[src/rtl/cdb_arbiter_if.sv]
// cdb_arbiter_if: functional-unit result handshake plus CDB broadcast bundle.
// Latency: none, this is wiring only.
// Backpressure: req_ready is the per-unit grant; the CDB side has no backpressure.
interface cdb_arbiter_if #(
    parameter int NUM_REQ = 4,
    parameter int TAG_W   = 3,
    parameter int DATA_W  = 32
);
    localparam int SRC_W = $clog2(NUM_REQ);

    logic                      flush;
    logic [NUM_REQ-1:0]        req_valid;
    logic [NUM_REQ*TAG_W-1:0]  req_tag;
    logic [NUM_REQ*DATA_W-1:0] req_data;
    logic [NUM_REQ-1:0]        req_ready;
    logic                      cdb_valid;
    logic [TAG_W-1:0]          cdb_tag;
    logic [DATA_W-1:0]         cdb_data;
    logic [SRC_W-1:0]          cdb_src;

    // Functional units / pipeline control side
    modport master (
        output flush, req_valid, req_tag, req_data,
        input  req_ready, cdb_valid, cdb_tag, cdb_data, cdb_src
    );

    // Arbiter side
    modport slave (
        input  flush, req_valid, req_tag, req_data,
        output req_ready, cdb_valid, cdb_tag, cdb_data, cdb_src
    );
endinterface

[src/rtl/cdb_arbiter.sv]
// cdb_arbiter: shares the CDB between FUs, round-robin (fixed priority, unit 0 first, with CDB_ARB_FIXED_PRIO_EN).
// Latency: 1 cycle from grant (req_valid & req_ready) to broadcast on the registered CDB.
// Backpressure: req_ready is a combinational one-hot grant; losers, flush and reset cycles leave results held at the FU.
module cdb_arbiter #(
    parameter int NUM_REQ = 4,
    parameter int TAG_W   = 3,
    parameter int DATA_W  = 32
) (
    input  logic         clk,
    input  logic         rst,
    cdb_arbiter_if.slave bus
);
    localparam int SRC_W = $clog2(NUM_REQ);

    logic              gnt_found;
    logic              gnt_fire;
    logic [SRC_W-1:0]  gnt_idx;
    logic [TAG_W-1:0]  sel_tag;
    logic [DATA_W-1:0] sel_data;

    logic              cdb_valid_q, cdb_valid_d;
    logic [TAG_W-1:0]  cdb_tag_q,   cdb_tag_d;
    logic [DATA_W-1:0] cdb_data_q,  cdb_data_d;
    logic [SRC_W-1:0]  cdb_src_q,   cdb_src_d;

`ifndef CDB_ARB_FIXED_PRIO_EN
    localparam logic [SRC_W-1:0] LAST_IDX = SRC_W'(NUM_REQ - 1);
    logic [SRC_W-1:0]  rr_ptr_q, rr_ptr_d;
`endif

    // Grant search: scan backwards so the last hit is the first valid unit from the priority origin
    always_comb begin
        logic [SRC_W-1:0] cand;
        cand      = '0;
        gnt_found = 1'b0;
        gnt_idx   = '0;
        for (int k = NUM_REQ - 1; k >= 0; k--) begin
`ifdef CDB_ARB_FIXED_PRIO_EN
            cand = SRC_W'(k);
`else
            cand = SRC_W'((int'(rr_ptr_q) + k) % NUM_REQ);
`endif
            if (bus.req_valid[cand]) begin
                gnt_found = 1'b1;
                gnt_idx   = cand;
            end
        end
    end

    // Grant qualification and one-hot ready; flush and reset block every transfer
    always_comb begin
        gnt_fire      = gnt_found & ~bus.flush & ~rst;
        bus.req_ready = '0;
        if (gnt_fire) begin
            bus.req_ready[gnt_idx] = 1'b1;
        end
        sel_tag  = bus.req_tag[int'(gnt_idx)*TAG_W +: TAG_W];
        sel_data = bus.req_data[int'(gnt_idx)*DATA_W +: DATA_W];
    end

    // Next CDB contents: the winner, or an idle bus with tag/data zeroed and source held
    always_comb begin
        cdb_valid_d = gnt_fire;
        cdb_tag_d   = '0;
        cdb_data_d  = '0;
        cdb_src_d   = cdb_src_q;
        if (gnt_fire) begin
            cdb_tag_d  = sel_tag;
            cdb_data_d = sel_data;
            cdb_src_d  = gnt_idx;
        end
`ifndef CDB_ARB_FIXED_PRIO_EN
        rr_ptr_d = rr_ptr_q;
        if (gnt_fire) begin
            rr_ptr_d = (gnt_idx == LAST_IDX) ? '0 : gnt_idx + SRC_W'(1);
        end
`endif
    end

    // CDB output register and round-robin pointer
    always_ff @(posedge clk) begin
        if (rst) begin
            cdb_valid_q <= 1'b0;
            cdb_tag_q   <= '0;
            cdb_data_q  <= '0;
            cdb_src_q   <= '0;
`ifndef CDB_ARB_FIXED_PRIO_EN
            rr_ptr_q    <= '0;
`endif
        end else begin
            cdb_valid_q <= cdb_valid_d;
            cdb_tag_q   <= cdb_tag_d;
            cdb_data_q  <= cdb_data_d;
            cdb_src_q   <= cdb_src_d;
`ifndef CDB_ARB_FIXED_PRIO_EN
            rr_ptr_q    <= rr_ptr_d;
`endif
        end
    end

    assign bus.cdb_valid = cdb_valid_q;
    assign bus.cdb_tag   = cdb_tag_q;
    assign bus.cdb_data  = cdb_data_q;
    assign bus.cdb_src   = cdb_src_q;
endmodule

[src/flat_wrapper.sv]
// flat-port wrapper written by rule: the top's interface ports become plain ports
module cdb_arbiter_flat 
#(
    parameter int NUM_REQ = 4,
    parameter int TAG_W   = 3,
    parameter int DATA_W  = 32
)
  (clk, rst, bus_flush, bus_req_valid, bus_req_tag, bus_req_data, bus_req_ready, bus_cdb_valid, bus_cdb_tag, bus_cdb_data, bus_cdb_src);
  cdb_arbiter_if #(.NUM_REQ(NUM_REQ), .TAG_W(TAG_W), .DATA_W(DATA_W)) bus_i ();
  input  logic clk;
  input  logic rst;
  input wire logic [$bits(bus_i.flush)-1:0] bus_flush;
  input wire logic [$bits(bus_i.req_valid)-1:0] bus_req_valid;
  input wire logic [$bits(bus_i.req_tag)-1:0] bus_req_tag;
  input wire logic [$bits(bus_i.req_data)-1:0] bus_req_data;
  output wire logic [$bits(bus_i.req_ready)-1:0] bus_req_ready;
  output wire logic [$bits(bus_i.cdb_valid)-1:0] bus_cdb_valid;
  output wire logic [$bits(bus_i.cdb_tag)-1:0] bus_cdb_tag;
  output wire logic [$bits(bus_i.cdb_data)-1:0] bus_cdb_data;
  output wire logic [$bits(bus_i.cdb_src)-1:0] bus_cdb_src;
  assign bus_i.flush = bus_flush;
  assign bus_i.req_valid = bus_req_valid;
  assign bus_i.req_tag = bus_req_tag;
  assign bus_i.req_data = bus_req_data;
  assign bus_req_ready = bus_i.req_ready;
  assign bus_cdb_valid = bus_i.cdb_valid;
  assign bus_cdb_tag = bus_i.cdb_tag;
  assign bus_cdb_data = bus_i.cdb_data;
  assign bus_cdb_src = bus_i.cdb_src;
  cdb_arbiter #(.NUM_REQ(NUM_REQ), .TAG_W(TAG_W), .DATA_W(DATA_W)) u_core (.clk(clk), .rst(rst), .bus(bus_i));
endmodule
[config.mk]
export PLATFORM = sky130hd
export DESIGN_NAME = cdb_arbiter_flat
export DESIGN_NICKNAME = d
export VERILOG_FILES = /design/src/rtl/cdb_arbiter_if.sv /design/src/rtl/cdb_arbiter.sv /design/src/flat_wrapper.sv
export SDC_FILE = /design/constraint.sdc
export NUM_CORES = 1
export LEC_CHECK = 0
export CELL_PAD_IN_SITES_DETAIL_PLACEMENT = 0
export CELL_PAD_IN_SITES_GLOBAL_PLACEMENT = 2
export CORE_MARGIN = 5
export CORE_UTILIZATION = 16
export DETAILED_ROUTE_END_ITERATION = 8
export GPL_ROUTABILITY_DRIVEN = 0
export PLACE_DENSITY_LB_ADDON = 0.12
export SLEW_MARGIN = 40
export SYNTH_ARGS = -nofsm -noshare
export SYNTH_HDL_FRONTEND = slang
export SYNTH_SLANG_ARGS = --single-unit
[constraint.sdc]
create_clock -name clk -period 2 [get_ports clk]
set_input_delay 0.2 -clock clk [delete_from_list [all_inputs] [get_ports clk]]
set_output_delay 0.2 -clock clk [all_outputs]
set_load 0.005 [all_outputs]
Yosys cells after proc, flatten, opt, wreduce, memory -nomap -nowiden
Cells that the tools add are included.

Bits in registers: 40. Bits of input ports: 147. Output and inout port bits: 42. Logic and storage cells: 46.

Add/sub/neg operators: 4. Multipliers: 1. Order comparisons: 6. Equal/unequal tests: 1. Shift operators: 2. Muxes and demuxes: 20. Bitwise operators: 5. Reductions and logical operators: 2.

Operator list (count): $shiftx A128 B8 Y32 (1); $shiftx A12 B32 Y3 (1); $lt A2 B3 Y1 const B (5); $mux W2 (5); $mux W1 (9); $bmux W1 S2 (4); $add A2 B1 Y2 const B (2); $add A2 B2 Y2 const B (2); $mul A2 B2 Y4 const B (1); $mux W4 (1); $not A1 Y1 (3); $and A1 B1 Y1 (2); $demux W1 S2 (1); $eq A2 B2 Y1 const B (1); $ge A2 B1 Y1 const B (1); $reduce_or A2 Y1 (1); $logic_and A1 B1 Y1 (1).

Logic depth before layout (Yosys ltp)
Depth after elaboration: 12. Depth in mapped cells: 7.

Worst setup path before layout
OpenSTA, ideal clock, no wires.

Path type: register to register. From: register u_core.rr_ptr_q[1]. To: register u_core.cdb_data_q[0] (netlist: u_core.bus.cdb_data[0]). Arrival time: 1.623 ns. Slack: 0.243 ns. Cell stages (with the launch flop): 8. Buffers on the path: 2. Clock period less this slack: 1.757 ns. Cell sequence: dfxtp_1 > mux2i_1 > nor2_1 > a311oi_4 > buf_6 > buf_8 > mux2i_1 > o22ai_1.

Word-level cells in the longest chain between the ends: 11. Elaborated cells on any way between the ends: 24. Those cells by class: 3 x add/sub; 1 x shift; 16 x mux; 3 x bitwise; 1 x reduce/logical.

Ends and longest elaborated chain: start: declaration (line cdb_arbiter.sv:28) `logic [SRC_W-1:0] rr_ptr_q, rr_ptr_d;`; start signal: assignment (line cdb_arbiter.sv:96) `rr_ptr_q <= rr_ptr_d;`; branches (longest 11 deep; another with $add A2 B2 Y2); end signal: assignment (line cdb_arbiter.sv:93) `cdb_data_q <= cdb_data_d;`; end: declaration (line cdb_arbiter.sv:23) `logic [DATA_W-1:0] cdb_data_q, cdb_data_d;`.

Parallel ways; which one is timed is not known. The select of a mux whose other input is x is not followed. A chain may end at the register's enable or synchronous reset.

Worst setup path in the final report
From: input port bus_req_valid[3]. To: output port bus_req_ready[2].

Word-level cells in the longest chain between the ends: 11. Elaborated cells on any way between the ends: 24. Those cells by class: 2 x order compare; 19 x mux; 2 x bitwise; 1 x reduce/logical.

Ends and longest elaborated chain: start: declaration (line flat_wrapper.sv:13) `input wire logic [$bits(bus_i.req_valid)-1:0] bus_req_valid;`; $bmux W1 S2 (line cdb_arbiter.sv:43) `if (bus.req_valid[cand]) begin`; $mux W1 (not written as such) (line cdb_arbiter.sv:43); $mux W2 (4 in series) (line cdb_arbiter.sv:43); $lt A2 B3 Y1 (not written as such) / $ge A2 B1 Y1 (equally long branches) (line cdb_arbiter.sv:55) `bus.req_ready[gnt_idx] = 1'b1;`; $logic_and A1 B1 Y1 (not written as such) (line cdb_arbiter.sv:55); $mux W1 (not written as such) (line cdb_arbiter.sv:55); $demux W1 S2; $mux W4 (*) (line cdb_arbiter.sv:54) `if (gnt_fire) begin`; end: declaration (line flat_wrapper.sv:16) `output wire logic [$bits(bus_i.req_ready)-1:0] bus_req_ready;`.

Every way passes the cells marked *; elsewhere a longest branch is shown, timed or not. The select of a mux whose other input is x is not followed.

==> impl_metrics.ini <==
[run_status]
status = completed

[worst_hold_path]
holdPathEnd = u_core.bus.cdb_src[0]
hp-class = flip-flop to flip-flop
hp-start = u_core.bus.cdb_src[0]
whs_path_depth = 2

[run]
cap_viol_max_count = 0

[power]
p_per_area_mw_per_mm2 = 601
power_leakage_nw = 1.77
ir_worst_vdd_mv = 0.289

[global_route]
grt_overflow = 0
first_global_vias = 2449
grt_pass1_wl_mm = 12.6
grt_max_degree = 31
grt_usage_pct = 10.9
antenna_found_initial = 0

[setup_path]
cpPeakStageDelay_ns = 0.48
startpoint_type = primary input
crit_fanout = 4
r2r_end = u_core.bus.cdb_data[15]
critPathRequiredTime_ns = 1.80
reg2reg_from = u_core.rr_ptr_q[1]
critPathSlowestCell = clkdlybuf4s50_1
rr_worst_depth = 9
rrSetupSlack_ns = 0.12
worstPathArrival_ns = 1.72
critPathKind = primary input to output port
path_depth = 8
path_cells = clkdlybuf4s50_1 > buf_4 > inv_1 > a311oi_4 > buf_6 > buf_4 > nor2_1 > dlygate4sd2_1
cp_num_buf_inv = 6
cp_top_family = buffers and inverters
worst_path_most_repeated_cell = buf_4
cp-end-kind = output port

[layout]
post-route-util_pct = 35.6
nets = 543
areaGrowthSynthToFinish_pct = 120
fin_area_sq_mm = 0.00446
antenna_cells = 0
drive_gt1_share_pct = 10.8

[sta]
fin_crit_ns = 1.92
tightest_slew_ns = 0.480
report.final.hold_viol_count = 0
finClkSkew_ns = 0.00719
fin_tns_setup_ns = 0
hold_ws_ns = 0.514
final_max_slew_viol_count = 0
clock.fmax_mhz = 519
post-route-period-util_pct = 96.2
rsz0062_at_grt = no
setup_violations = 0
slew_headroom_pct = 67.9
fin_ws_ns = 0.0750

[yosys]
netlist_top_cells_area = dfxtp_1 40%, mux2i_1 36%, o22ai_1 11%, buf_8 2.2%, nor2_1 1.9%
netlist_instances = 190
yosys_warnings = 0
ys_ff_latch = 40
syn_area_sq_mm = 0.00203
seq_area_frac_synth_pct = 39.5
syn-mean-instance-area_sq_um = 10.7
synth-edff-count = 0
netlist-cell-type-count = 22
ys_async_sr_fraction_pct = 0
yosysTopAreaCell = dfxtp_1
netlist_top_cells_count = 73 x mux2i_1, 40 x dfxtp_1, 35 x o22ai_1, 10 x nor2_1, 4 x clkbuf_1
synth_nets = 337
yosysMostFrequentCell = mux2i_1
synth_top_area_share_pct = 39.5
synth_top_flop_cell = dfxtp_1

[cts]
cts-root-buf = clkbuf_16
h-tree-depth = 2
cts_buffers = 5
clock_sinks = 40
clkTransAtPathRegs_ns = 0.05
clock_path_buffers = 2
clock_latency_ns = 0.28
cts_tree = done

[route]
drtIter0Drc = 62
drtPass1Iterations = 3
wl_met2_mm = 4.14
final_antenna_net_count = 0
wire_per_inst_um = 15.4
num_vias = 2259
viasPerCell = 3.97
drt_wl_total_mm = 8.76
m1WireLength_mm = 3.40
drc = 0
top_layer = met4
wl_met3_mm = 1.07

[floorplan]
ioPinCount = 189
num_rows = 41
fp.dieH_um = 123
die_area_sq_mm = 0.0150
die_w_um = 123
start_util_pct = 16.2
core_sq_mm = 0.0125

[placement]
place_area_sq_mm = 0.00421
pre_cts_ws_ns = -0.291
place_hpwl_mm = 6.77
port_buffers = 188
==> power by group <==
group	leakage [nW]	switching (mW)	internal, mW
Combinational	1.37	0.329	0.638
Sequential	0.329	0.0195	0.863
Clock	0.0712	0.331	0.499
Total	1.77	0.679	2.00
==> metrics by stage <==
| stage | power, mW | std cells |
|---|---|---|
| after CTS | 2.68 | 567 |
| after detailed placement | 1.83 | 557 |
| after global routing | 2.83 | 569 |
| after global placement | 1.83 | 557 |
| final | 2.68 | 569 |
| after floorplan | 1.29 | 190 |
==> worst register-to-register path: cells and delay by family (launching register included) <==
| kind | cells | cell delay [ns] |
|---|---|---|
| flops | 1 | 0.35 |
| buf+inv | 4 | 0.57 |
| simple gates | 1 | 0.07 |
| mux | 2 | 0.47 |
| compound gates | 2 | 0.31 |
==> timing repair <==
item,in CTS,in global routing
endpoints found under the setup margin,4,31
pin swaps,1,1
hold buffers,0,0
setup buffers,2,0
gates resized for setup,11,8
cloned,0,2
==> state kept, by name, summed over array words and instances (netlist names) <==
name                  count
u_core.bus.cdb_data      32
u_core.bus.cdb_tag        3
u_core.bus.cdb_src        2
u_core.rr_ptr_q           2
u_core.bus.cdb_valid      1
==> per-layer routing <==
metal  track usage, %  up-vias
met3             6.13       10
met2             18.3      115
met4             3.15        0
met5                0        -
met1             11.7     1004
li1                 -     1130
==> final cells by class <==
type,count,area (sq um)
fill,1333,8060
timing repair buffer,214,2160
multi-input combinational,132,1130
sequential,40,802
tap,172,215
clock buffer,8,146
inverter,3,11.3
==> worst max-delay path by stage <==
| stage | from | endpoint | slack, ns |
|---|---|---|---|
| after detailed placement | bus_req_valid[0] | bus_req_ready[1] | -0.29 |
| after global routing | bus_req_valid[3] | bus_req_ready[2] | 0.001 |
| final | bus_req_valid[3] | bus_req_ready[2] | 0.08 |
| after CTS | u_core.rr_ptr_q[1] | u_core.bus.cdb_data[24] | 0.01 |
| after global placement | bus_req_valid[0] | bus_req_ready[1] | -0.28 |
| after floorplan | u_core.rr_ptr_q[1] | u_core.bus.cdb_data[0] | 0.24 |
==> cell usage in the layout (no fill, tap or decap), types with 2 or more instances in the layout <==
cell / instances
a211oi_1: 2
nor2_1: 8
clkdlybuf4s50_1: 181
o22ai_1: 35
nor2_2: 2
buf_4: 18
dlygate4sd2_1: 6
inv_1: 2
mux2i_2: 4
clkbuf_1: 2
clkbuf_16: 7
dfxtp_1: 39
buf_12: 3
a21oi_1: 2
mux2i_1: 69
buf_6: 3
==> kinds of logic after synthesis <==
| group | Yosys count | synth area share (%) |
|---|---|---|
| compound gates | 43 | 14.3 |
| xor+xnor | 1 | 0.432 |
| buf+inv | 18 | 6.42 |
| flops | 40 | 39.5 |
| mux | 73 | 36.1 |
| simple gates | 15 | 3.21 |
(Power assumes the default switching activity.)
